--- config.mk ---
export PLATFORM = sky130hd
export DESIGN_NAME = interrupt_ack_arbiter_flat
export DESIGN_NICKNAME = d
export VERILOG_FILES = /design/src/rtl/interrupt_ack_arbiter_if.sv /design/src/rtl/interrupt_ack_arbiter.sv /design/src/flat_wrapper.sv
export SDC_FILE = /design/constraint.sdc
export NUM_CORES = 1
export LEC_CHECK = 0
export CAP_MARGIN = 40
export CORE_AREA = 5 5 95 114
export DETAILED_ROUTE_END_ITERATION = 6
export DIE_AREA = 0 0 100 119
export GPL_ROUTABILITY_DRIVEN = 0
export SLEW_MARGIN = 0
export SYNTH_ARGS = -nofsm -noshare
export SYNTH_HDL_FRONTEND = slang
export SYNTH_SLANG_ARGS = --single-unit
--- constraint.sdc ---
create_clock -name clk -period 12.08 [get_ports clk]
set_input_delay 2.416 -clock clk [delete_from_list [all_inputs] [get_ports clk]]
set_output_delay 2.416 -clock clk [all_outputs]
set_load 0.01 [all_outputs]
--- src/rtl/interrupt_ack_arbiter_if.sv ---
// CPU-side acknowledge bus: INTA strobe in, INT request and vector level out.
interface interrupt_ack_arbiter_if;
    logic       interrupt_acknowledge_n;
    logic       interrupt_to_cpu;
    logic       vector_valid;
    logic [2:0] vector_level;

    modport master (
        output interrupt_acknowledge_n,
        input  interrupt_to_cpu,
        input  vector_valid,
        input  vector_level
    );

    modport slave (
        input  interrupt_acknowledge_n,
        output interrupt_to_cpu,
        output vector_valid,
        output vector_level
    );
endinterface

--- src/rtl/interrupt_ack_arbiter.sv ---
// Rotating-priority arbiter, ISR keeper and two-pulse 8086 INTA sequencer for the PIC.
module interrupt_ack_arbiter #(
    parameter int NUM_IR      = 8,
    parameter int SYNC_STAGES = 2
) (
    input  logic                 clk,
    input  logic                 reset_n,
    input  logic                 write_ICW1,
    input  logic [NUM_IR-1:0]    irr,
    input  logic [NUM_IR-1:0]    int_mask,
    input  logic [2:0]           priority_rotate,
    input  logic                 auto_eoi,
    input  logic [NUM_IR-1:0]    eoi,
    interrupt_ack_arbiter_if.slave bus,
    output logic [NUM_IR-1:0]    isr,
    output logic [NUM_IR-1:0]    clear_IRR,
    output logic                 ack_busy
);

    typedef enum logic [2:0] {
        IDLE  = 3'd0,
        REQ   = 3'd1,
        ACK1  = 3'd2,
        ACK2W = 3'd3,
        ACK2  = 3'd4
    } state_t;

    state_t                  r_state;
    logic [SYNC_STAGES-1:0]  r_sync;
    logic                    r_prev;
    logic [2:0]              r_lvl;
    logic                    r_spur;
    logic                    r_int;
    logic [NUM_IR-1:0]       r_isr;
    logic [NUM_IR-1:0]       r_clr;
    logic                    r_vv;
    logic [2:0]              r_vl;

    logic                    w_cur;
    logic                    w_fall;
    logic                    w_rise;
    logic [NUM_IR-1:0]       w_cand;
    logic [2:0]              w_win;
    logic [2:0]              w_top;
    logic                    w_req;
    logic [NUM_IR-1:0]       w_set;
    logic [NUM_IR-1:0]       w_aclr;
    logic [NUM_IR-1:0]       w_isr_next;

    // Rank 0 is the highest priority; level rot+1 gets rank 0, level rot gets rank 7.
    function automatic logic [2:0] rank_of(input logic [2:0] lvl, input logic [2:0] rot);
        return lvl - rot - 3'd1;
    endfunction

    // Walk from lowest to highest priority so the last hit is the winner.
    function automatic logic [2:0] top_of(input logic [NUM_IR-1:0] v, input logic [2:0] rot);
        logic [2:0] l;
        top_of = 3'd0;
        for (int k = NUM_IR - 1; k >= 0; k--) begin
            l = rot + 3'd1 + 3'(k);
            if (v[l]) top_of = l;
        end
    endfunction

    assign w_cur  = r_sync[SYNC_STAGES-1];
    assign w_fall = r_prev & ~w_cur;
    assign w_rise = ~r_prev & w_cur;

    assign w_cand = irr & ~int_mask;
    assign w_win  = top_of(w_cand, priority_rotate);
    assign w_top  = top_of(r_isr, priority_rotate);
    assign w_req  = (|w_cand) &&
                    ((r_isr == '0) ||
                     (rank_of(w_win, priority_rotate) < rank_of(w_top, priority_rotate)));

    // Set wins over a same-cycle clear; auto-EOI and external EOI clears are merged.
    always_comb begin
        w_set  = '0;
        w_aclr = '0;
        if (r_state == REQ && w_fall && (|w_cand))
            w_set[w_win] = 1'b1;
        if (r_state == ACK2 && w_rise && auto_eoi && !r_spur)
            w_aclr[r_lvl] = 1'b1;
        w_isr_next = (r_isr & ~(eoi | w_aclr)) | w_set;
    end

    always_ff @(posedge clk or negedge reset_n) begin
        if (!reset_n) begin
            r_state <= IDLE;
            r_sync  <= '1;
            r_prev  <= 1'b1;
            r_lvl   <= 3'd0;
            r_spur  <= 1'b0;
            r_int   <= 1'b0;
            r_isr   <= '0;
            r_clr   <= '0;
            r_vv    <= 1'b0;
            r_vl    <= 3'd0;
        end else if (write_ICW1) begin
            r_state <= IDLE;
            r_sync  <= '1;
            r_prev  <= 1'b1;
            r_lvl   <= 3'd0;
            r_spur  <= 1'b0;
            r_int   <= 1'b0;
            r_isr   <= '0;
            r_clr   <= '0;
            r_vv    <= 1'b0;
            r_vl    <= 3'd0;
        end else begin
            r_sync <= {r_sync[SYNC_STAGES-2:0], bus.interrupt_acknowledge_n};
            r_prev <= w_cur;
            r_isr  <= w_isr_next;
            r_clr  <= '0;
            case (r_state)
                IDLE: begin
                    // An INTA with no INT outstanding is answered as spurious.
                    if (w_fall) begin
                        r_state <= ACK1;
                        r_lvl   <= 3'd7;
                        r_spur  <= 1'b1;
                    end else if (w_req) begin
                        r_state <= REQ;
                        r_int   <= 1'b1;
                    end
                end
                REQ: begin
                    if (w_fall) begin
                        r_int   <= 1'b0;
                        r_state <= ACK1;
                        if (|w_cand) begin
                            r_lvl  <= w_win;
                            r_spur <= 1'b0;
                            r_clr  <= w_set;
                        end else begin
                            r_lvl  <= 3'd7;
                            r_spur <= 1'b1;
                        end
                    end else if (!w_req) begin
                        r_int   <= 1'b0;
                        r_state <= IDLE;
                    end
                end
                ACK1: begin
                    if (w_rise) r_state <= ACK2W;
                end
                ACK2W: begin
                    if (w_fall) begin
                        r_state <= ACK2;
                        r_vv    <= 1'b1;
                        r_vl    <= r_lvl;
                    end
                end
                ACK2: begin
                    if (w_rise) begin
                        r_vv    <= 1'b0;
                        r_state <= IDLE;
                    end
                end
                default: r_state <= IDLE;
            endcase
        end
    end

    assign bus.interrupt_to_cpu = r_int;
    assign bus.vector_valid     = r_vv;
    assign bus.vector_level     = r_vl;
    assign isr                  = r_isr;
    assign clear_IRR            = r_clr;
    assign ack_busy             = (r_state != IDLE);

endmodule

--- src/flat_wrapper.sv ---
// flat-port wrapper written by rule: the top's interface ports become plain ports
module interrupt_ack_arbiter_flat 
#(
    parameter int NUM_IR      = 8,
    parameter int SYNC_STAGES = 2
)
  (clk, reset_n, write_ICW1, irr, int_mask, priority_rotate, auto_eoi, eoi, isr, clear_IRR, ack_busy, bus_interrupt_acknowledge_n, bus_interrupt_to_cpu, bus_vector_valid, bus_vector_level);
  interrupt_ack_arbiter_if bus_i ();
  input  logic clk;
  input  logic reset_n;
  input  logic write_ICW1;
  input  logic [NUM_IR-1:0] irr;
  input  logic [NUM_IR-1:0] int_mask;
  input  logic [2:0] priority_rotate;
  input  logic auto_eoi;
  input  logic [NUM_IR-1:0] eoi;
  output logic [NUM_IR-1:0] isr;
  output logic [NUM_IR-1:0] clear_IRR;
  output logic ack_busy;
  input wire logic [$bits(bus_i.interrupt_acknowledge_n)-1:0] bus_interrupt_acknowledge_n;
  output wire logic [$bits(bus_i.interrupt_to_cpu)-1:0] bus_interrupt_to_cpu;
  output wire logic [$bits(bus_i.vector_valid)-1:0] bus_vector_valid;
  output wire logic [$bits(bus_i.vector_level)-1:0] bus_vector_level;
  assign bus_i.interrupt_acknowledge_n = bus_interrupt_acknowledge_n;
  assign bus_interrupt_to_cpu = bus_i.interrupt_to_cpu;
  assign bus_vector_valid = bus_i.vector_valid;
  assign bus_vector_level = bus_i.vector_level;
  interrupt_ack_arbiter #(.NUM_IR(NUM_IR), .SYNC_STAGES(SYNC_STAGES)) u_core (.clk(clk), .reset_n(reset_n), .write_ICW1(write_ICW1), .irr(irr), .int_mask(int_mask), .priority_rotate(priority_rotate), .auto_eoi(auto_eoi), .eoi(eoi), .bus(bus_i), .isr(isr), .clear_IRR(clear_IRR), .ack_busy(ack_busy));
endmodule
==> qor.yml, run 1 <==
run_status:
  status: "complete, no violations"
finish:
  finalNetCount: 452
  seq_area_um2: 779.5
  drive_above_1_share_pct: 13.08
  area_growth_pct: 23.81
  final_cell_mix: "53 x clkdlybuf4s50_1, 47 x nor2_1, 36 x nand2_1"
  diodes: 0
  multiInputGateArea_um2: 2335
  fill_cells: 928
  final_common_cell: "clkdlybuf4s50_1"
synth:
  synth-seq-cells: 31
  syn-instance-count: 368
  netlist_area_um2: 3274
  avgSynthCellArea_um2: 8.898
  synth_fp_nets: 408
  synth_xor_area_share_pct: 2.713
  synthMuxAreaShare_pct: 21.05
  yosys.cell_types.count: 71
  synth_simple_gate_area_share_pct: 23.19
  synth_top_family_by_area: "simple AND/OR/NAND/NOR gates"
  synth_fa_ha_area_share_pct: 3.515
  async_reset_ff_share_pct: 100.0
  synth-compound-area-share_pct: 20.83
  yosys_warnings: 0
  synthFlopType: "dfrtp_1"
  synth_enable_flop_cells: 0
  yosysSeqAreaShare_pct: 23.81
worst_setup_path:
  path_max_fanout: 26
  timing.rr.end: "u_core.r_state[0]$_DFFE_PN0P_"
  cp_slowest_cell: "ha_1"
  critPathRequiredTime_ns: 12.24
  path_buf_inv: 4
  cp_cell_sequence: "clkdlybuf4s50_1 -> buf_4 -> inv_4 -> ha_1 -> buf_4 -> mux4_2 -> mux2_2 -> or3_1 -> nand4b_1 -> a31oi_1 -> o21a_1 -> fa_1 -> nor4bb_1 -> o41a_1 -> nor4b_1 -> ha_1 -> a21oi_1 -> a21oi_1 -> nor2_1 -> o21ai_0 -> nor4_1"
  worstSetupPathType: "in -> reg"
  cp-start-kind: "input pin"
  cpPeakStageDelay_ns: 0.71
  end_kind: "flop"
  r2r_setup_slack_ns: 7.54
  critPathTopFamily: "adder cells"
  r2r_cells: 16
  cp.arrival_ns: 8.45
  r2r-start: "u_core.isr[4]$_DFF_PN0_"
  cp.depth: 21
global_route:
  grt_pass1_vias: 3128
  grt_usage_pct: 15.81
  grt_overflow_total: 0
  grt_max_degree: 32
  antenna_found_initial: 0
  grt_pass1_wl_um: 15620
routing:
  ant_nets: 0
  dr_total_vias: 3077
  drc_errors: 0
  drtPass1Iterations: 4
  drt_wl_total_um: 9290
  drt-initial-drc-count: 170
  via_per_inst: 5.741
  routedWlPerCell_um: 17.33
power:
  p_sw_share_pct: 32.19
  pwr-share-clk_pct: 33.8
  power-per-cell-area_nw_per_um2: 95.60
  power_leakage_nw: 1.627
  power.internal_mw: 0.2628
  pwr-share-comb_pct: 37.8
  vdd_drop_max_v: 0.0001160
  power.switching_mw: 0.1248
  p_seq_share_pct: 28.4
clock_network:
  cts_tree: "done"
  cts.htree.levels: 2
  hold_buffers: 0
  clock_sinks: 31
  cts_resized: 0
  cts_root_buffer: "clkbuf_16"
  cts_setup_buffers: 0
  clkLatencyLatePin_ns: 0.27
  cts_buffers: 5
  clock_path_buffers: 2
  cts.clk_slew.worst_paths_ns: 0.05
timing:
  maxSlewHeadroom_pct: 46.59
  finClkSkew_ns: 0.001411
  hold_viol_final: 0
  tns_ns: 0
  max_freq_ghz: 0.1206
  grt_setup_unrepaired: "no"
  fin_ws_ns: 3.789
  fin_crit_sh_pct: 68.63
  setup_viol: 0
  min_period_ns: 8.291
  slew_violations: 0
  worstMarginPinSlew_ns: 0.7986
floorplanning:
  die_area_um2: 11900
  die_h_um: 119
  fp.coreArea_um2: 9515
  ioPinCount: 54
  die_w_um: 100
  num_rows: 39
  initial_core_util_pct: 34.41
job:
  max_cap_viol_count: 0
worst_hold_path:
  hold_depth: 2
  hp-class: "reg -> reg"
  min-delay-start: "u_core.bus.vector_level[1]$_DFFE_PN0P_"
  holdPathEnd: "u_core.bus.vector_level[1]$_DFFE_PN0P_"
placed_design:
  io_buffers: 53
  pre_cts_slack_ns: 3.507
  hpwl_um: 6987
worst register-to-register path, cell delays in order, from the launching register on:
cell and delay [ns]:
dfrtp_1 0.49, mux4_2 0.56, mux2_2 0.31, or3_1 0.36, nand4b_1 0.11, a31oi_1 0.09, o21a_1 0.19, fa_1 0.49
nor4bb_1 0.18, o41a_1 0.40, nor4b_1 0.31, ha_1 0.29, a21oi_1 0.14, a21oi_1 0.07, nor2_1 0.14, o21ai_0 0.09
nor4_1 0.20
worst max-delay path by stage:
stage                       start                       endpoint  slack, ns
6_report       priority_rotate[0]  u_core.r_state[0]$_DFFE_PN0P_       3.79
5_1_grt        priority_rotate[0]  u_core.r_state[0]$_DFFE_PN0P_       3.38
2_1_floorplan  priority_rotate[0]  u_core.r_state[0]$_DFFE_PN0P_       4.89
3_5_place_dp   priority_rotate[0]  u_core.r_state[0]$_DFFE_PN0P_       3.51
4_1_cts        priority_rotate[0]  u_core.r_state[0]$_DFFE_PN0P_       3.77
3_3_place_gp   priority_rotate[0]  u_core.r_state[0]$_DFFE_PN0P_       3.68
per-layer routing:
metal / global-route usage (%) / vias up / wire length (um)
met5: 0 / - / 0
met4: 5.813 / 0 / 198
met3: 2.105 / 17 / 383
met2: 27.92 / 80 / 4779
met1: 19.48 / 1507 / 3928
li1: - / 1473 / -
per-stage QoR:
step	hold slack [ns]	power, mW	util [%]	cells	instance area [um^2]
2_1_floorplan	0.5202	0.2183	-	368	3274
3_3_place_gp	0.5123	0.2547	40.72	526	3875
3_5_place_dp	0.5133	0.2578	40.96	528	3897
4_1_cts	0.5312	0.3901	42.60	536	4054
5_1_grt	0.5643	0.4097	42.60	536	4054
6_report	0.5273	0.3876	42.60	536	4054
flip-flops by register name, indices dropped and copies added, names as in the netlist:
| signal | flops |
|---|---|
| u_core.bus.interrupt_to_cpu | 1 |
| u_core.bus.vector_level | 3 |
| u_core.bus.vector_valid | 1 |
| u_core.clear_IRR | 8 |
| u_core.isr | 8 |
| u_core.r_lvl | 3 |
| u_core.r_prev | 1 |
| u_core.r_spur | 1 |
| u_core.r_state | 3 |
| u_core.r_sync | 2 |
layout make-up:
cell class,count,share of cell area (%)
clock buffer,8,3.858
timing repair buffer,59,14.38
inverter,11,1.142
multi-input combinational,304,57.59
sequential,31,19.23
tap,123,3.796
Yosys cell counts (3+ instances only):
master    count  area [um^2]
nor2_1       47        176.4
nand2_1      36        135.1
dfrtp_1      28        700.7
a21oi_1      21        105.1
mux2i_1      16        160.2
mux4_2       14        315.3
nor2b_1      13        81.33
o21ai_0      12        60.06
clkbuf_1     11        41.29
nand2b_1     11        68.82
o21ai_1      10        50.05
nor3_1        9        45.04
inv_1         8        30.03
mux2_2        7        78.83
o211ai_1      7        52.55
ha_1          6        75.07
nor4_1        6        37.54
buf_2         4        20.02
mux4_1        4        105.1
nand3_1       4        20.02
or2_2         4        25.02
xnor2_1       4        35.03
a211o_1       3        26.28
a211oi_1      3        22.52
a21o_1        3        22.52
a31oi_1       3        18.77
and3_1        3        18.77
buf_4         3        22.52
dfstp_2       3        78.83
nor4b_1       3        26.28
o22ai_1       3        18.77
o31a_1        3        26.28
power groups by stage:
stage	combinational, mW	sequential, mW	clock (mW)
finish	0.147	0.110	0.131
global route	0.162	0.111	0.138
CTS	0.147	0.110	0.133
detailed placement	0.146	0.112	0
global placement	0.143	0.112	0
floorplan	0.107	0.111	0
cell families (layout without fill, tap and decap cells):
| logic type | count (synthesis) | count (layout) |
|---|---|---|
| AND/OR/NAND/NOR | 152 | 152 |
| AO/OA/AOI/OAI | 94 | 94 |
| multiplexers | 43 | 43 |
| buffers and inverters | 33 | 78 |
| flip-flops | 31 | 31 |
| adder cells (fa/ha/maj) | 8 | 8 |
| XOR/XNOR | 7 | 7 |
No activity file was read; power rests on OpenSTA's default activity.
==> run 2: changes to the inputs <==
==> constraint.sdc (replaced) <==
create_clock -name clk -period 7.62 [get_ports clk]
set_input_delay 1.524 -clock clk [delete_from_list [all_inputs] [get_ports clk]]
set_output_delay 1.524 -clock clk [all_outputs]
set_load 0.01 [all_outputs]
==> run 2 against run 1 <==
Critical path depth fell by 2. Clock power rose by 44%. Register-to-register slack got worse by 4.5 ns. Die area did not move. Wire length rose by 1.1%. Cell area barely moved. Critical path type unchanged. Global-route usage barely moved. Combinational power rose by 60%. Largest cell class unchanged. Sequential power rose by 58%. Non-clock buffer count rose by 2.
==> qor.yml, run 2 (same netlist as run 1, synthesis figures left out) <==
power:
  p_seq_share_pct: 29.1
  p_sw_share_pct: 33.17
  pwr-share-comb_pct: 39.3
  power_leakage_nw: 1.630
  power-per-cell-area_nw_per_um2: 147.6
  vdd_drop_max_v: 0.0001334
  pwr-share-clk_pct: 31.6
  power.switching_mw: 0.1985
  power.internal_mw: 0.3999
worst_setup_path:
  cp-start-kind: "input pin"
  r2r-start: "u_core.isr[1]$_DFF_PN0_"
  end_kind: "flop"
  worstSetupPathType: "in -> reg"
  critPathRequiredTime_ns: 7.78
  setup.worst_path.start: "priority_rotate[0]"
  cp.arrival_ns: 6.88
  path_max_fanout: 19
finish:
  drive_above_1_share_pct: 13.25
  final_util_pct: 42.62
  diodes: 0
  finalNetCount: 454
  fill_cells: 938
  final_common_cell: "clkdlybuf4s50_1"
  area_growth_pct: 23.84
  final_cell_mix: "53 x clkdlybuf4s50_1, 47 x nor2_1, 36 x nand2_1"
floorplanning:
  die_w_um: 100
  die_h_um: 119
  die_area_um2: 11900
  initial_core_util_pct: 34.41
  num_rows: 39
  ioPinCount: 54
  fp.coreArea_um2: 9515
timing:
  grt_setup_unrepaired: "no"
  min_period_ns: 6.720
  maxSlewHeadroom_pct: 45.26
  max_freq_ghz: 0.1488
  slew_violations: 0
  finClkSkew_ns: 0.008151
  tns_ns: 0
  worstMarginPinSlew_ns: 0.8185
  hold_viol_final: 0
  setup_viol: 0
  fin_crit_sh_pct: 88.19
job:
  max_cap_viol_count: 0
global_route:
  grt_usage_pct: 15.86
  grt_overflow_total: 0
  grt_pass1_wl_um: 15680
  antenna_found_initial: 0
  grt_max_degree: 32
  grt_pass1_vias: 3116
routing:
  via_per_inst: 5.658
  drc_errors: 0
  ant_nets: 0
  dr_total_vias: 3044
  drt_wl_total_um: 9392
  drt-initial-drc-count: 282
  routedWlPerCell_um: 17.46
  drtPass1Iterations: 4
run_status:
  status: "complete, no violations"
clock_network:
  cts_buffers: 5
  cts_root_buffer: "clkbuf_16"
  cts.htree.levels: 2
  clock_path_buffers: 2
  cts_tree: "done"
  cts_setup_buffers: 0
  clock_sinks: 31
  cts_resized: 0
  cts.clk_slew.worst_paths_ns: 0.05
  clkLatencyLatePin_ns: 0.27
  hold_buffers: 0
worst_hold_path:
  min-delay-start: "u_core.bus.vector_level[1]$_DFFE_PN0P_"
  hp-class: "reg -> reg"
placed_design:
  io_buffers: 53
  hpwl_um: 7111
## run 2: cell type report
| type | instances | area [um^2] | share of cell area [%] |
|---|---|---|---|
| clock buffers | 7 | 132.6 | 3.271 |
| clock inverters | 1 | 5.005 | 0.1234 |
| inverters | 11 | 46.29 | 1.142 |
| multi-input cells | 304 | 2335 | 57.57 |
| flip-flops and latches | 31 | 779.5 | 19.22 |
| well taps | 123 | 153.9 | 3.795 |
| repair buffers | 61 | 603.1 | 14.87 |
## run 2: power groups by stage
stage,Combinational (mW),Clock [mW],Sequential [mW]
4_1_cts,0.235,0.193,0.174
2_1_floorplan,0.170,0,0.176
3_5_place_dp,0.233,0,0.177
5_1_grt,0.259,0.197,0.175
3_3_place_gp,0.230,0,0.177
6_report,0.235,0.189,0.174
## run 2: worst max-delay path, cell delays in order
cell and delay [ns]:
clkdlybuf4s50_1 0.53, inv_4 0.13, ha_1 0.64, mux4_2 0.66
mux2_2 0.32, or3_1 0.36, nand4b_1 0.11, a31oi_1 0.09
o21a_1 0.19, fa_1 0.49, nor4bb_1 0.17, o41a_1 0.40
nor4b_1 0.33, ha_1 0.29, a21oi_1 0.13, a21oi_1 0.07
nor2_1 0.13, o21ai_0 0.09, nor4_1 0.22
## run 2: routing by layer
layer / track usage [%] / wire length (um) / vias to the layer above / share of wire (%)
met5: 0 / 0 / - / 0
met4: 5.139 / 124 / 0 / 1.3
met3: 2.339 / 411 / 15 / 4.4
met2: 28.09 / 5022 / 93 / 53
met1: 19.61 / 3834 / 1471 / 41
li1: - / - / 1465 / -
## run 2: worst paths after layout
path / endpoint / slack [ns] / depth (start not counted)
worst max register to register: u_core.r_state[0]$_DFFE_PN0P_ / 3.06 / 16
max in group asynchronous: u_core.r_sync[0]$_DFF_PN1_ / 5.66 / 2
worst max-delay path: u_core.r_state[0]$_DFFE_PN0P_ / 0.90 / 19
min in group asynchronous: u_core.isr[1]$_DFF_PN0_ / 1.64 / 2
worst min-delay path: u_core.bus.vector_level[1]$_DFFE_PN0P_ / 0.53 / 2
worst min register to register: u_core.bus.vector_level[1]$_DFFE_PN0P_ / 0.53 / 2
## run 2: metrics by stage
| step | area (um^2) | hold slack [ns] | power, mW | instances | setup slack, ns |
|---|---|---|---|---|---|
| 2_1_floorplan | 3274 | 0.5202 | 0.3461 | 368 | 1.318 |
| 3_3_place_gp | 3918 | 0.5104 | 0.4071 | 530 | 0.8617 |
| 3_5_place_dp | 3918 | 0.5160 | 0.4105 | 530 | 0.6270 |
| 4_1_cts | 4055 | 0.5366 | 0.6023 | 538 | 0.9006 |
| 5_1_grt | 4055 | 0.5729 | 0.6312 | 538 | 0.6176 |
| 6_report | 4055 | 0.5271 | 0.5984 | 538 | 0.8998 |
==> run 3: changes to the inputs <==
--- a/config.mk
+++ b/config.mk
@@ -10,6 +10,7 @@
 export DETAILED_ROUTE_END_ITERATION = 6
 export DIE_AREA = 0 0 100 119
 export GPL_ROUTABILITY_DRIVEN = 0
+export GPL_TIMING_DRIVEN = 0
 export SLEW_MARGIN = 0
 export SYNTH_ARGS = -nofsm -noshare
 export SYNTH_HDL_FRONTEND = slang
==> run 3 against run 2 <==
Count of clock-buffer cells in the layout increased by 1. Sequential share of layout area is 0.29 points lower. Combinational power rose by 3%. Clock power is 8% higher. Cell area rose by 1.5%. Utilization grew 0.64 points. Maximum frequency down 5.4%. Via count increased by 4.0%. Non-clock buffer count up 13. Register-to-register slack got worse by 0.08 ns. First-iteration DRC count is 20% lower. Critical path type unchanged.
==> qor.yml, run 3 (same netlist as run 1, synthesis figures left out) <==
floorplanning:
  die_area_um2: 11900
  initial_core_util_pct: 34.41
  fp.coreArea_um2: 9515
  ioPinCount: 54
  die_h_um: 119
  die_w_um: 100
  num_rows: 39
worst_hold_path:
  min-delay-start: "u_core.bus.vector_valid$_DFFE_PN0P_"
  hp-class: "reg -> reg"
clock_network:
  cts.clk_slew.worst_paths_ns: 0.05
  cts.htree.levels: 2
  cts_buffers: 5
  clock_sinks: 31
  clkLatencyLatePin_ns: 0.27
  cts_setup_buffers: 0
  cts_resized: 0
  clock_path_buffers: 2
  cts_tree: "done"
  cts_root_buffer: "clkbuf_16"
  hold_buffers: 0
worst_setup_path:
  worstSetupPathType: "in -> reg"
  cp-start-kind: "input pin"
  end_kind: "flop"
  path_max_fanout: 19
  cp.arrival_ns: 7.27
  critPathRequiredTime_ns: 7.79
  setup.worst_path.start: "priority_rotate[0]"
  r2r-start: "u_core.isr[7]$_DFF_PN0_"
power:
  vdd_drop_max_v: 0.0002043
  power_leakage_nw: 1.656
  p_sw_share_pct: 32.78
  p_seq_share_pct: 27.9
  power_mw: 0.6223
  pwr-share-comb_pct: 39.1
  power.switching_mw: 0.2040
  pwr-share-clk_pct: 33.0
  power.internal_mw: 0.4183
  power-per-cell-area_nw_per_um2: 151.2
finish:
  finalNetCount: 467
  final_util_pct: 43.26
  diodes: 0
  final_common_cell: "clkdlybuf4s50_1"
  area_growth_pct: 25.72
  final_cell_area_um2: 4116
  final_cell_mix: "52 x clkdlybuf4s50_1, 47 x nor2_1, 36 x nand2_1"
  drive_above_1_share_pct: 13.55
run_status:
  status: "complete, no violations"
global_route:
  grt_max_degree: 19
  grt_overflow_total: 0
  antenna_found_initial: 1
  grt_usage_pct: 16.28
  grt_pass1_wl_um: 15940
  grt_pass1_vias: 3252
timing:
  setup_viol: 0
  fin_ws_ns: 0.5183
  fin_crit_sh_pct: 93.20
  tns_ns: 0
  hold_viol_final: 0
  maxSlewHeadroom_pct: 50.67
  min_period_ns: 7.102
  max_freq_ghz: 0.1408
  finClkSkew_ns: 0.004803
  slew_violations: 0
  grt_setup_unrepaired: "no"
  worstMarginPinSlew_ns: 0.7368
routing:
  routedWlPerCell_um: 17.65
  drt_wl_total_um: 9726
  ant_nets: 0
  drc_errors: 0
  drt-initial-drc-count: 226
  via_per_inst: 5.748
  drtPass1Iterations: 5
  dr_total_vias: 3167
placed_design:
  io_buffers: 52
  placed_cell_area_um2: 3964
  hpwl_um: 7442
  pre_cts_slack_ns: -0.1471
job:
  max_cap_viol_count: 0
run 3: cell count changes in the layout (fill, tap and decap cells not counted):
cell / change
buf_6: +2
clkbuf_1: +10
buf_12: -1
buf_1: +1
clkinv_2: -1
buf_2: +4
clkbuf_8: +2
buf_8: +1
clkdlybuf4s50_1: -1
buf_4: -4
run 3: per-layer routing:
layer / wire length, um / global-route usage (%) / vias up
li1: - / - / 1493
met4: 259 / 6.571 / 2
met2: 4930 / 28.51 / 100
met5: 13 / 0 / -
met1: 4110 / 20.01 / 1551
met3: 412 / 2.164 / 21
run 3: power groups by stage:
| stage | sequential [mW] | combinational (mW) | clock (mW) |
|---|---|---|---|
| 2_1_floorplan | 0.176 | 0.170 | 0 |
| 3_3_place_gp | 0.176 | 0.236 | 0 |
| 3_5_place_dp | 0.176 | 0.241 | 0 |
| 4_1_cts | 0.174 | 0.243 | 0.209 |
| 5_1_grt | 0.174 | 0.266 | 0.219 |
| 6_report | 0.174 | 0.243 | 0.205 |
run 3: metrics by stage:
step	std cells	hold slack, ns
after detailed placement	544	0.5111
after floorplan	368	0.5202
final	551	0.5197
after global routing	551	0.5719
after CTS	552	0.5278
after global placement	543	0.5128
run 3: final cells by class:
class | instances | area [um^2]
plain buffers | 21 | 110.1
clock buffers | 8 | 156.4
fillers | 925 | 5399
inverters | 11 | 46.29
multi-input cells | 304 | 2335
flip-flops and latches | 31 | 779.5
well taps | 123 | 153.9
repair buffers | 53 | 535.5
run 3: final timing paths:
kind	end	slack, ns	cells past startpoint
worst max-delay path	u_core.r_state[0]$_DFFE_PN0P_	0.52	26
worst min-delay path	u_core.bus.vector_valid$_DFFE_PN0P_	0.52	2
worst max register to register	u_core.r_state[0]$_DFFE_PN0P_	2.98	17
worst min register to register	u_core.bus.vector_valid$_DFFE_PN0P_	0.52	2
max in group asynchronous	u_core.r_sync[0]$_DFF_PN1_	5.33	2
min in group asynchronous	u_core.isr[5]$_DFF_PN0_	1.66	1
run 3: worst max-delay path: stages:
cell and delay (ns):
clkdlybuf4s50_1 0.50, buf_6 0.17, inv_4 0.12, ha_1 0.32, buf_6 0.15, buf_2 0.27, buf_2 0.30, mux4_2 0.39
mux2_2 0.29, nand2_1 0.08, a21oi_1 0.06, o21ai_0 0.17, a21oi_1 0.09, nor2_1 0.11, a21oi_1 0.06, ha_1 0.21
fa_1 0.48, nor4bb_1 0.18, o41a_1 0.42, nor4b_1 0.33, ha_1 0.29, a21oi_1 0.17, a21oi_1 0.10, nor2_1 0.18
o21ai_0 0.10, nor4_1 0.17
